==> src/rtl/escritor_pixeles_pkg.sv <==
// ------------------------------------------------------------------
// escritor_pixeles_pkg : shared state encoding and mask constants (rev 1.0)
// ------------------------------------------------------------------
`default_nettype none

package escritor_pixeles_pkg;

  typedef enum logic [1:0] {
    REPOSO      = 2'd0,
    ESCRIBIENDO = 2'd1,
    VACIANDO    = 2'd2
  } estado_t;

  localparam int MASCARA_3 = 3;
  localparam int MASCARA_5 = 5;

  function automatic logic mascara_legal(input int m);
    return (m == MASCARA_3) || (m == MASCARA_5);
  endfunction

endpackage

`default_nettype wire

==> src/rtl/FlipFlopD_Habilitado.sv <==
// ------------------------------------------------------------------
// FlipFlopD_Habilitado : D register with load enable (rev 1.0)
// ------------------------------------------------------------------
`default_nettype none

module FlipFlopD_Habilitado #(
  parameter int BITS = 1
) (
  input  logic            clk,
  input  logic            reset,
  input  logic            habilitar,
  input  logic [BITS-1:0] d,
  output logic [BITS-1:0] q
);

  logic [BITS-1:0] q_q;
  logic [BITS-1:0] q_d;

  always_comb begin
    q_d = q_q;
    if (habilitar) begin
      q_d = d;
    end
  end

  always_ff @(posedge clk) begin
    if (reset) begin
      q_q <= '0;
    end else begin
      q_q <= q_d;
    end
  end

  assign q = q_q;

endmodule

`default_nettype wire

==> src/rtl/escritor_pixeles_registro_salida.sv <==
// ------------------------------------------------------------------
// registro_salida : single-entry valid/ready output register (rev 1.0)
// ------------------------------------------------------------------
`default_nettype none

module registro_salida #(
  parameter int BITS = 8
) (
  input  logic            clk,
  input  logic            reset,
  input  logic            cargar,
  input  logic [BITS-1:0] dato_entrada,
  input  logic            listo_salida,
  output logic            libre,
  output logic            valido_salida,
  output logic [BITS-1:0] dato_salida
);

  logic            valido_q, valido_d;
  logic [BITS-1:0] dato_q, dato_d;

  // A load may coincide with the outgoing transfer, giving 1 pixel/cycle.
  always_comb begin
    valido_d = valido_q;
    dato_d   = dato_q;
    if (cargar) begin
      valido_d = 1'b1;
      dato_d   = dato_entrada;
    end else if (listo_salida) begin
      valido_d = 1'b0;
    end
  end

  always_ff @(posedge clk) begin
    if (reset) begin
      valido_q <= 1'b0;
      dato_q   <= '0;
    end else begin
      valido_q <= valido_d;
      dato_q   <= dato_d;
    end
  end

  assign libre         = !valido_q || listo_salida;
  assign valido_salida = valido_q;
  assign dato_salida   = dato_q;

endmodule

`default_nettype wire

==> src/rtl/escritor_pixeles.sv <==
// ------------------------------------------------------------------
// escritor_pixeles : raster-order image writer with border fill (rev 1.0)
// ------------------------------------------------------------------
`default_nettype none

module escritor_pixeles
  import escritor_pixeles_pkg::*;
#(
  parameter int BITS_PIXEL   = 8,
  parameter int BITS_BUFFERS = 3,
  parameter int BITS_MASCARA = 3,
  parameter int BITS_COORD   = 11,
  parameter int ANCHO_BASE   = 256,
  parameter int BORDE        = 0
) (
  input  logic                    clk,
  input  logic                    reset,
  input  logic                    iniciar,
  input  logic [BITS_BUFFERS-1:0] cantidad_buffers_internos,
  input  logic [BITS_MASCARA-1:0] tamano_mascara,
  input  logic [BITS_PIXEL-1:0]   pixel_resultado,
  input  logic                    resultado_valido,
  output logic                    aceptar_resultado,
  output logic [BITS_PIXEL-1:0]   pixel_salida,
  output logic                    write_pixel,
  input  logic                    write_ready,
  output logic [BITS_COORD-1:0]   fila_actual,
  output logic [BITS_COORD-1:0]   columna_actual,
  output logic                    ocupado,
  output logic                    imagen_terminada,
  output logic                    error_config
);

  estado_t                 estado_q, estado_d;
  logic [BITS_BUFFERS-1:0] buffers_q, buffers_d;
  logic [BITS_MASCARA-1:0] mascara_q, mascara_d;
  logic                    error_q, error_d;
  logic                    fin_q, fin_d;

  logic [BITS_COORD-1:0]   fila_q, fila_d;
  logic [BITS_COORD-1:0]   columna_q, columna_d;
  logic                    coord_en;

  logic [BITS_COORD-1:0]   dimension;
  logic [BITS_COORD-1:0]   margen;
  logic                    en_borde;
  logic                    ultima_pos;
  logic                    slot_libre;
  logic                    cargar;
  logic [BITS_PIXEL-1:0]   dato_carga;

  // Image is square; the mask half-width sets the uncovered margin.
  assign dimension  = BITS_COORD'(buffers_q) * BITS_COORD'(ANCHO_BASE);
  assign margen     = BITS_COORD'(mascara_q >> 1);
  assign en_borde   = (fila_q < margen) || (fila_q >= dimension - margen) ||
                      (columna_q < margen) || (columna_q >= dimension - margen);
  assign ultima_pos = (fila_q == dimension - 1'b1) && (columna_q == dimension - 1'b1);

  always_comb begin
    estado_d          = estado_q;
    buffers_d         = buffers_q;
    mascara_d         = mascara_q;
    error_d           = error_q;
    fin_d             = 1'b0;
    fila_d            = fila_q;
    columna_d         = columna_q;
    coord_en          = 1'b0;
    cargar            = 1'b0;
    dato_carga        = BITS_PIXEL'(BORDE);
    aceptar_resultado = 1'b0;

    case (estado_q)
      REPOSO: begin
        if (iniciar) begin
          buffers_d = cantidad_buffers_internos;
          mascara_d = tamano_mascara;
          if ((cantidad_buffers_internos == '0) || !mascara_legal(int'(tamano_mascara))) begin
            error_d = 1'b1;
          end else begin
            error_d   = 1'b0;
            fila_d    = '0;
            columna_d = '0;
            coord_en  = 1'b1;
            estado_d  = ESCRIBIENDO;
          end
        end
      end

      ESCRIBIENDO: begin
        if (en_borde) begin
          cargar = slot_libre;
        end else begin
          aceptar_resultado = slot_libre;
          cargar            = slot_libre && resultado_valido;
          dato_carga        = pixel_resultado;
        end
        // Counters stay on the last position once it is loaded.
        if (cargar) begin
          if (ultima_pos) begin
            estado_d = VACIANDO;
          end else begin
            coord_en = 1'b1;
            if (columna_q == dimension - 1'b1) begin
              columna_d = '0;
              fila_d    = fila_q + 1'b1;
            end else begin
              columna_d = columna_q + 1'b1;
            end
          end
        end
      end

      VACIANDO: begin
        if (write_pixel && write_ready) begin
          fin_d    = 1'b1;
          estado_d = REPOSO;
        end
      end

      default: estado_d = REPOSO;
    endcase
  end

  always_ff @(posedge clk) begin
    if (reset) begin
      estado_q  <= REPOSO;
      buffers_q <= '0;
      mascara_q <= '0;
      error_q   <= 1'b0;
      fin_q     <= 1'b0;
    end else begin
      estado_q  <= estado_d;
      buffers_q <= buffers_d;
      mascara_q <= mascara_d;
      error_q   <= error_d;
      fin_q     <= fin_d;
    end
  end

  FlipFlopD_Habilitado #(.BITS(BITS_COORD)) u_fila (
    .clk       (clk),
    .reset     (reset),
    .habilitar (coord_en),
    .d         (fila_d),
    .q         (fila_q)
  );

  FlipFlopD_Habilitado #(.BITS(BITS_COORD)) u_columna (
    .clk       (clk),
    .reset     (reset),
    .habilitar (coord_en),
    .d         (columna_d),
    .q         (columna_q)
  );

  registro_salida #(.BITS(BITS_PIXEL)) u_registro_salida (
    .clk           (clk),
    .reset         (reset),
    .cargar        (cargar),
    .dato_entrada  (dato_carga),
    .listo_salida  (write_ready),
    .libre         (slot_libre),
    .valido_salida (write_pixel),
    .dato_salida   (pixel_salida)
  );

  assign fila_actual      = fila_q;
  assign columna_actual   = columna_q;
  assign ocupado          = (estado_q != REPOSO);
  assign imagen_terminada = fin_q;
  assign error_config     = error_q;

endmodule

`default_nettype wire
==> config.mk <==
export PLATFORM = sky130hd
export DESIGN_NAME = escritor_pixeles
export DESIGN_NICKNAME = d
export VERILOG_FILES = /design/src/rtl/escritor_pixeles_pkg.sv /design/src/rtl/FlipFlopD_Habilitado.sv /design/src/rtl/escritor_pixeles_registro_salida.sv /design/src/rtl/escritor_pixeles.sv
export SDC_FILE = /design/constraint.sdc
export NUM_CORES = 1
export LEC_CHECK = 0
export BUFFER_PORTS_ARGS = -buffer_cell sky130_fd_sc_hd__buf_4
export CAP_MARGIN = 10
export CORE_AREA = 10 10 93 95
export CTS_CLUSTER_SIZE = 8
export DETAILED_ROUTE_END_ITERATION = 8
export DIE_AREA = 0 0 103 105
export SKIP_LAST_GASP = 1
export SLEW_MARGIN = 0
export SYNTH_ARGS = -nofsm -noshare
export SYNTH_HDL_FRONTEND = slang
export SYNTH_SLANG_ARGS = --single-unit
==> constraint.sdc <==
create_clock -name clk -period 6.5 [get_ports clk]
set_clock_uncertainty 0.2 [all_clocks]
set_input_delay 0.325 -clock clk [delete_from_list [all_inputs] [get_ports clk]]
set_output_delay 0.325 -clock clk [all_outputs]
set_load 0.05 [all_outputs]
==> flow_metrics.tcl <==
set metrics [dict create \
    htree_levels 2 \
    ys_types 66 \
    antenna_found_initial 0 \
    nets 388 \
    seqPwrFrac_pct 45.5 \
    die_area_um2 10800 \
    internal_power_mw 0.381 \
    met3_usage_pct 3.69 \
    syn_area_per_cell_um2 8.49 \
    hold_viol_final 0 \
    cts_sinks 40 \
    grt_pass1_vias 2624 \
    power_density_nw_per_um2 176 \
    hpwl_mm 6.11 \
    arrival_ns 3.64 \
    die_h_um 105 \
    slew_viol_final 0 \
    grt_setup_unrepaired "false" \
    setup_viol 0 \
    final_common_cell "buf_4" \
    max-vdd-ir-drop_v 0.0000779 \
    finalCritPeriodShare_pct 55.5 \
    holdPathEnd "u_registro_salida.dato_salida[7]$_SDFFE_PP0P_" \
    ctsResizeCount 0 \
    grt_pass1_wl_mm 13.5 \
    status "finished, final reports clean" \
    synth_edf_count 0 \
    slew_headroom_pct 22.2 \
    hold_path.class "input pin to register" \
    cp_data_required_time_ns 6.53 \
    p_switching_mw 0.175 \
    syn_nets 344 \
    grt_overflow 0 \
    die_w_um 103 \
    fin_setup_tns_ns 0 \
    grt_most_used_layer "met2" \
    cp-start-kind "register" \
    vias 2678 \
    crit_path_max_fanout 15 \
    hp-start "pixel_resultado[7]" \
    grt_max_degree 29 \
    place.gp.congestion 0.883 \
    clkPwrFrac_pct 31.8 \
    whs_path_depth 2 \
    antenna_cells 0 \
    use_met1_pct 20.4 \
    final_cell_area_um2 3160 \
    met2_usage_pct 22.7 \
    numCtsBuffers 5 \
    seq_area_frac_synth_pct 30.2 \
    worstSetupPathType "register to register" \
    area_growth_pct 19.4 \
    synth-seq-cells 40 \
    r2r-end "u_columna.q[8]$_SDFFE_PP0P_" \
    rrSetupSlack_ns 2.89 \
    routedWlPerCell_um 19.0 \
    cts-root-buf "clkbuf_8" \
    maxCapViolCount 0 \
    synthFlopType "dfxtp_1" \
    routed_wl_mm 8.29 \
    ctsLongestPathBuffers 2 \
    hold_buffers 0 \
    path_clk_slew_ns 0.08 \
    reg2regPathDepth 10 \
    drive_above_1_share_pct 21.0 \
    drt_iter0_markers 279 \
    syn_area_um2 2650 \
    viasPerCell 6.13 \
    critPathCaptureType "register" \
    async_reset_ff_share_pct 0 \
    r2r-start "mascara_q[2]$_SDFFE_PP0P_" \
    cts_tree "built" \
    grt_usage_pct 15.2 \
    cellLeakagePower_nw 1.28 \
    drt_pass1_iterations 5 \
    port_buffers 53 \
    core-area_um2 6760 \
    power_frac_comb_pct 22.7 \
    postCtsSetupBuffers 0 \
    layout_common_cells "buf_4, dfxtp_1, nor2_1, a21oi_1, nand2_1" \
    power_mw 0.556 \
    tightest_slew_ns 1.16 \
    antenna_left 0 \
    fillers 683 \
    drc_errors 0 \
    clk_latency_ns 0.30 \
    io_pins 54 \
    period_needed_ns 3.61 \
    fmax_mhz 277 \
    place_area_um2 3070 \
    placementRows 30 \
    yosysWarnings 0 \
    syn_inst 312 \
    swShare_pct 31.5 \
    worst_hold_slack_ns 0.0348 \
    initial_utilization_pct 39.2 \
]
## kinds of logic after synthesis
group                    after synthesis  share of synthesized area, %
AO/OA/AOI/OAI                         95                          28.9
adder cells (fa/ha/maj)               14                          6.52
multiplexers                           1                         0.378
buffers and inverters                 34                          5.34
flip-flops                            40                          30.2
AND/OR/NAND/NOR                      117                          24.0
XOR/XNOR                              11                          4.68
## cell type report
class	instances	area (um^2)	area share (%)
multi-input combinational	238	1710	53.9
sequential	40	801	25.3
timing repair buffer	53	398	12.6
tap	80	100	3.17
clock buffer	8	90.1	2.85
inverter	18	67.6	2.14
## worst max-delay path, cell delays in order, from the launching register on
cell	delay, ns
dfxtp_1	0.32
inv_1	0.14
ha_1	0.40
xor2_1	0.25
ha_1	0.28
a221o_1	0.36
a21oi_2	0.21
a311oi_4	0.17
nor4b_4	0.85
o31ai_1	0.16
a21oi_1	0.18
## synthesized netlist by cell type, drive strengths merged (3+ instances only)
cell	count	area, um^2
o21a	3	22.5
inv	18	67.6
nor4	8	56.3
o32ai	3	26.3
and3	9	56.3
or4	5	41.3
a21oi	23	130
o21ai	10	50.1
nor2	35	139
buf	5	32.5
ha	13	163
xor2	6	52.6
and2	3	18.8
nand3	17	85.1
clkbuf	11	41.3
dfxtp	40	801
o31ai	10	88.8
a22o	9	78.8
o41ai	3	33.8
xnor2	3	26.3
a31oi	4	25.0
nand2	19	71.3
o311ai	7	61.3
nand3b	3	22.5
nand4	6	43.8
## registers in the layout, summed over array words and instances (netlist names)
| register | cells |
|---|---|
| u_columna.q | 11 |
| u_registro_salida.valido_salida | 1 |
| imagen_terminada | 1 |
| estado_q | 2 |
| error_config | 1 |
| buffers_q | 3 |
| mascara_q | 2 |
| u_fila.q | 11 |
| u_registro_salida.dato_salida | 8 |
## through the flow
| stage | cells | utilization, % | worst slack [ns] |
|---|---|---|---|
| finish | 437 | 46.8 | 2.89 |
| global route | 437 | 46.8 | 2.63 |
| CTS | 437 | 46.8 | 2.90 |
| detailed placement | 429 | 45.5 | 2.93 |
| global placement | 429 | 45.5 | 3.01 |
| floorplan | 312 | - | 2.76 |
## worst max-delay path by stage
stage | startpoint | endpoint | slack (ns) | cells past startpoint
4_1_cts | mascara_q[2]$_SDFFE_PP0P_ | u_columna.q[8]$_SDFFE_PP0P_ | 2.90 | 10
3_3_place_gp | mascara_q[1]$_SDFFE_PP0P_ | u_columna.q[9]$_SDFFE_PP0P_ | 3.01 | 10
6_report | mascara_q[2]$_SDFFE_PP0P_ | u_columna.q[8]$_SDFFE_PP0P_ | 2.89 | 10
2_1_floorplan | mascara_q[1]$_SDFFE_PP0P_ | u_registro_salida.dato_salida[0]$_SDFFE_PP0P_ | 2.76 | 12
5_1_grt | mascara_q[2]$_SDFFE_PP0P_ | u_columna.q[9]$_SDFFE_PP0P_ | 2.63 | 10
3_5_place_dp | mascara_q[2]$_SDFFE_PP0P_ | u_columna.q[9]$_SDFFE_PP0P_ | 2.93 | 10
## power groups by stage
stage,registers [mW],clock network [mW],logic (mW)
floorplan,0.264,0,0.0880
global placement,0.259,0,0.124
detailed placement,0.259,0,0.125
CTS,0.253,0.181,0.126
global route,0.254,0.190,0.138
finish,0.253,0.177,0.126
## routing by layer
metal,up-vias,routed length [um]
li1,1269,-
met1,1271,3720
met2,120,3690
met3,18,682
met4,0,192
met5,-,0
No activity file was read; power rests on OpenSTA's default activity.
